**src/rtl/query_frame_rx.sv**
```systemverilog
// Host-link frame receiver: detects new words, assembles SYNC/query/k/checksum frames,
// and hands a validated query vector and k downstream over valid/ready.
module query_frame_rx #(
  parameter int              WIDTH          = 32,
  parameter int              DIM            = 4,
  parameter int              K_WIDTH        = 16,
  parameter logic [WIDTH-1:0] SYNC_WORD     = 32'hFFFFFFFF,
  parameter int              CHECKSUM_EN    = 1,
  parameter int              STROBE_MODE    = 0,
  parameter int              TIMEOUT_CYCLES = 10000000
) (
  input  logic                          clk_in,
  input  logic                          rst_in,
  input  logic [WIDTH-1:0]              word_in,
  input  logic                          word_strobe_in,
  input  logic                          ready_in,
  output logic [DIM-1:0][WIDTH-1:0]     query_out,
  output logic [K_WIDTH-1:0]            k_out,
  output logic                          valid_out,
  output logic                          busy_out,
  output logic                          err_out,
  output logic [15:0]                   frame_count_out,
  output logic [15:0]                   err_count_out
);

  localparam int IW = $clog2(DIM + 1);
  localparam int SW = $clog2(DIM);
  localparam int TW = $clog2(TIMEOUT_CYCLES + 1);

  typedef enum logic [1:0] {IDLE, COLLECT, CHECK, HOLD} state_t;

  state_t             state, state_nxt;
  logic [WIDTH-1:0]   word_prev;
  logic [WIDTH-1:0]   buffer [DIM];
  logic [K_WIDTH-1:0] k_buf;
  logic [WIDTH-1:0]   acc;
  logic [IW-1:0]      idx;
  logic [TW-1:0]      timer;

  logic new_word, is_sync, timeout_hit;
  logic start, store, accept, deliver, err;

  function automatic logic [15:0] sat_inc(input logic [15:0] v);
    return (v == 16'hFFFF) ? v : v + 16'd1;
  endfunction

  assign new_word    = (STROBE_MODE != 0) ? word_strobe_in : (word_in != word_prev);
  assign is_sync     = (word_in == SYNC_WORD);
  assign timeout_hit = ((state == COLLECT) || (state == CHECK)) && !new_word &&
                       (timer == TW'(TIMEOUT_CYCLES - 1));
  assign busy_out    = (state != IDLE);

  always_comb begin
    state_nxt = state;
    start     = 1'b0;
    store     = 1'b0;
    accept    = 1'b0;
    deliver   = 1'b0;
    err       = 1'b0;
    case (state)
      IDLE: begin
        if (new_word && is_sync) begin
          start     = 1'b1;
          state_nxt = COLLECT;
        end
      end
      COLLECT: begin
        if (new_word) begin
          if (is_sync) begin
            err   = 1'b1;
            start = 1'b1;
          end else begin
            store = 1'b1;
            if (idx == IW'(DIM)) begin
              if (CHECKSUM_EN != 0) begin
                state_nxt = CHECK;
              end else begin
                accept    = 1'b1;
                state_nxt = HOLD;
              end
            end
          end
        end else if (timeout_hit) begin
          err       = 1'b1;
          state_nxt = IDLE;
        end
      end
      CHECK: begin
        if (new_word) begin
          if (is_sync) begin
            err       = 1'b1;
            start     = 1'b1;
            state_nxt = COLLECT;
          end else if (word_in == acc) begin
            accept    = 1'b1;
            state_nxt = HOLD;
          end else begin
            err       = 1'b1;
            state_nxt = IDLE;
          end
        end else if (timeout_hit) begin
          err       = 1'b1;
          state_nxt = IDLE;
        end
      end
      HOLD: begin
        if (valid_out && ready_in) begin
          deliver   = 1'b1;
          state_nxt = IDLE;
        end
        // Words arriving while a frame is parked are overruns; a SYNC here is harmless.
        if (new_word && !is_sync) err = 1'b1;
      end
      default: state_nxt = IDLE;
    endcase
  end

  always_ff @(posedge clk_in) begin
    if (rst_in) begin
      state           <= IDLE;
      word_prev       <= '0;
      idx             <= '0;
      timer           <= '0;
      query_out       <= '0;
      k_out           <= '0;
      valid_out       <= 1'b0;
      err_out         <= 1'b0;
      frame_count_out <= '0;
      err_count_out   <= '0;
    end else begin
      state     <= state_nxt;
      word_prev <= word_in;
      err_out   <= err;
      if (err) err_count_out <= sat_inc(err_count_out);

      if (start) begin
        idx   <= '0;
        acc   <= '0;
        timer <= '0;
      end else if ((state == COLLECT) || (state == CHECK)) begin
        timer <= new_word ? '0 : timer + TW'(1);
      end

      if (store) begin
        if (idx == IW'(DIM)) k_buf <= word_in[K_WIDTH-1:0];
        else                 buffer[idx[SW-1:0]] <= word_in;
        acc <= acc ^ word_in;
        idx <= idx + IW'(1);
      end

      // Without a checksum the k word is accepted on the same edge it arrives.
      if (accept) begin
        for (int i = 0; i < DIM; i++) query_out[i] <= buffer[i];
        k_out     <= (CHECKSUM_EN != 0) ? k_buf : word_in[K_WIDTH-1:0];
        valid_out <= 1'b1;
      end

      if (deliver) begin
        valid_out       <= 1'b0;
        frame_count_out <= frame_count_out + 16'd1;
      end
    end
  end

endmodule

```
**config.mk**
```make
export PLATFORM = sky130hd
export DESIGN_NAME = query_frame_rx
export DESIGN_NICKNAME = d
export VERILOG_FILES = /design/src/rtl/query_frame_rx.sv
export SDC_FILE = /design/constraint.sdc
export NUM_CORES = 1
export LEC_CHECK = 0
export ABC_CLOCK_PERIOD_IN_PS = 6800
export BUFFER_PORTS_ARGS = -buffer_cell sky130_fd_sc_hd__buf_2
export CORE_AREA = 2 2 206 208
export CTS_CLUSTER_SIZE = 8
export DETAILED_ROUTE_END_ITERATION = 6
export DIE_AREA = 0 0 208 210
export PLACE_DENSITY = 0.66
export SLEW_MARGIN = 20
export SYNTH_ARGS = -nofsm -noshare
export SYNTH_HDL_FRONTEND = slang
export SYNTH_SLANG_ARGS = --single-unit
```
**constraint.sdc**
```tcl
create_clock -name clk_in -period 6.8 [get_ports clk_in]
set_input_delay 1.36 -clock clk_in [delete_from_list [all_inputs] [get_ports clk_in]]
set_output_delay 1.36 -clock clk_in [all_outputs]
set_load 0.005 [all_outputs]
```
==> results <==
- Of the total synthesized cell area, the portion taken by XOR and XNOR cells is 0.05836.
- The effective utilization at floorplan is 0.3655.
- After synthesis the cells add up to 15160 um2.
- Measured against its own limit, the worst slew margin works out to 0.3383.
- The transition time at the pin with the least slew margin is 0.9925 ns.
- The post-detailed-route wirelength per cell is 17.36 um.
- The maximum count of clock buffers along a single path is 3.
- For this run, design rule violations remaining after detail routing come to 0.
- In this run the critical register-to-register path is captured at err_count_out[14]$_SDFFE_PP0P_.
- The die covers 43680 um2.
- The top cell types in the final layout, fill and taps aside, are 316 x nand2_1, 239 x dfxtp_1, 212 x buf_2.
- The clock-pin slew on the worst setup and hold paths is 0.05 ns.
- TritonCTS built the clock tree.
- During synthesis, Yosys emitted a total of 0 warnings.
- Synthesis produced 1379 cells.
- Entering global routing, the biggest net connects 92 pins.
- The most common flop cell mapped by yosys is dfxtp_1.
- The highest attainable clock frequency is 239.6 MHz.
- The worst hold path terminates at query_out[17]$_SDFFE_PP0P_.
- The simple-gate area share of the yosys netlist is 0.1719.
- The kind of capture point of the worst setup path is a register.
- The register-to-register path setup slack is 3.35 ns.
- The compound-gate portion of the synthesized area is 0.06892.
- The number of ports placed on the die boundary is 215.
- The number of antenna repair diodes is 0.
- Leaving out fill and tap cells, the most frequent cell in the layout is nand2_1.
- In this run the cell area measured after placement is 16740 um2.
- The detailed-route wire length is 37.78 mm.
- The worst setup skew after layout is 0.03927 ns.
- For this run, the total global-route usage over all layers was measured as 0.1689.
- The clock sink count is 415.
- The first global-routing pass estimated 57.72 mm of wire.
- The post-synthesis net count is 1426.
- The final period utilization is 0.6138.
- The multi-input combinational cells in the finished layout cover a total of 4781 um2.
- Buffers added to address setup during post-CTS repair amount to 0.
- Counting flops with a built-in enable in the synthesized netlist gives 176.
- The number of fill cells in the layout is 3870.
- The global-route congestion overflow total is 0.
- Setup total negative slack on the finished layout was measured at 0 ns.
- The layout cell share with drive strength beyond 1 is 0.1900.
- The initial antenna violation count is 0.
- The half-perimeter wire length after placement is 22.97 mm.
- Dividing the detail-routed via count by the number of cells gives 4.903.
- The finished cells cover 18440 um2.
- The clock buffer count from CTS is 58.
- The startpoint of the worst hold path is query_out[17]$_SDFFE_PP0P_.
- The core footprint is 41480 um2.
- The final-report max-slew violation count is 0.
- For this run, the detailed router's first-pass iteration total came to 5.
- Setup violations remaining at the end of the flow were counted as 0.
- The power after layout is 0.005390 W.
- The maximum vdd drop is 0.0002055 V.
- The flow ran to the end, and the final reports show no timing, DRC or antenna violations.
- The number of gates resized after CTS is 0.
- The post-layout minimum cycle time is 4.174 ns.
- The die height is 210 um.
- In this run, distinct cell masters in the synthesized netlist total 57.
- Along the worst hold path, the cell count comes to 2.
- The hold-fix buffer count after cts is 0.
- The static power due to leakage is 6.867 nW.
- At the worst endpoint, the required time is 7.33 ns.
- The initialized floorplan defines 75 standard-cell rows.
- The combinational family with the most area after synthesis is simple AND/OR/NAND/NOR gates.
- Across the run, the number of max-cap violations was 0.
- At the end of the flow, the number of nets in the layout was 1639.
- Of the synthesized area, sequential elements account for 0.6643.
- The total power divided by cell area is 292.3 nW/um2.
- The worst register-to-register path has a depth of 8.
- The kind of path behind the tightest hold check is register to register.
- Port buffering added 213 buffers.
- At the worst endpoint, the arrival time is 4.70 ns.
- STA classifies the critical path startpoint as an input port.
- The remaining antenna violation count after routing is 0.
- The adder and majority cell fraction of the synthesized area is 0.009080.
- The share of async-settable or async-resettable flops after synthesis is 0.
- The die is 208 um wide.
- For the worst-skew pair, the clock arrives at the later sink with an insertion delay of 0.62 ns.
- The sequential cells in the finished layout cover a total of 10070 um2.
- Of the post-synthesis cell area, the part taken by muxes is 0.005200.
- A synthesized cell averages 10.99 um2.
- In this run the clock root is driven by a clkbuf_16.
- The count of endpoints failing hold in the final timing report came to 0.
- Of all nets on the critical path, the largest fanout is 27.
- Routability-driven placement finished with a final weighted congestion of 0.7507.
- The number of H-tree levels is 2.
- The critical register-to-register path startpoint is word_prev[31]$_SDFF_PP0_.
- The detailed router placed 10670 vias in this run.
- The first-iteration detailed-routing DRC count is 792.
- The synthesis-to-layout area growth is 21.63%.
- The via count of the first global-routing pass came to 10240.
- By startpoint and endpoint, the worst setup path is classified as input port to register.
- Setup repair after global routing left no endpoint under its margin.
- The number of flip-flops and latches in the synthesized netlist is 415.
[synth_stat cells, drive strengths merged, types with 18 or more instances]
master  number  area [um2]
xor2        58       508.0
dfxtp      239        4785
clkbuf      53       198.9
nor2        95       356.6
nand3       26       135.1
buf         19       101.4
nor2b       36       225.2
nand2      318        1199
a21oi      160       800.8
xnor2       43       376.6
and3        18       112.6
nand4       25       156.4
edfxtp     176        5285
[how the worst max path moves through the flow]
stage | depth (start not counted) | endpoint | from | slack (ns)
4_1_cts | 9 | err_count_out[14]$_SDFFE_PP0P_ | word_in[14] | 2.67
2_1_floorplan | 6 | buffer[0][0]$_DFFE_PP_ | word_in[27] | 0.88
3_5_place_dp | 9 | err_count_out[14]$_SDFFE_PP0P_ | word_in[15] | 2.02
6_report | 9 | err_count_out[14]$_SDFFE_PP0P_ | word_in[8] | 2.63
3_3_place_gp | 9 | err_count_out[14]$_SDFFE_PP0P_ | word_in[15] | 2.06
5_1_grt | 9 | err_count_out[14]$_SDFFE_PP0P_ | word_in[8] | 2.42
[routing by layer]
| metal | track usage | vias to the layer above | share of wire |
|---|---|---|---|
| met2 | 0.2787 | 282 | 0.48 |
| li1 | - | 5138 | - |
| met4 | 0.06114 | 0 | 0.022 |
| met3 | 0.03352 | 61 | 0.051 |
| met1 | 0.2214 | 5187 | 0.45 |
| met5 | 0 | - | 0 |
[per-stage QoR]
step	util	cells	worst slack, ns	hold WS [ns]
2_1_floorplan	-	1379	0.8805	0.4527
3_3_place_gp	0.4035	2071	2.063	0.4407
3_5_place_dp	0.4035	2071	2.020	0.4437
4_1_cts	0.4445	2176	2.670	0.4506
5_1_grt	0.4445	2176	2.415	0.4645
6_report	0.4445	2176	2.626	0.4480
[worst max-delay path, cell delays in order]
cell and delay (ns):
buf_2 0.32, xor2_1 0.11, nor4_1 0.33, nand4_1 0.35, nor2_1 0.65, mux2i_1 0.35
a32oi_4 0.36, or4_1 0.63, a221oi_2 0.21
[logic make-up (layout without fill, tap and decap cells)]
group	count (synthesis)	in the layout
flops	415	415
simple gates	574	574
compound gates	189	189
fa+ha+maj	11	11
mux	7	7
xor+xnor	101	101
buf+inv	82	340
[report_power, final]
part | total [W] | internal, W | leakage [nW] | switching (W)
clock | 0.00266 | 0.00160 | 0.798 | 0.00107
sequential | 0.00261 | 0.00260 | 3.60 | 0.00000424
combinational | 0.000117 | 0.0000304 | 2.47 | 0.0000870
[registers in the layout, indices dropped and copies added, names as in the netlist]
signal and cells:
err_count_out 16, k_buf 16, timer 24, k_out 16
word_prev 32, buffer 128, valid_out 1, idx 3
query_out 128, acc 32, frame_count_out 16, state 2
err_out 1
[final cells by class]
class                           instances  share of cell area
Clock buffer                          101             0.08747
Clock inverter                          4            0.004750
Inverter                               10            0.002036
Multi-Input combinational cell        882              0.2593
Sequential cell                       415              0.5461
Tap cell                              539             0.03658
Timing Repair Buffer                  225             0.06372
No activity file was read; power rests on OpenSTA's default activity.
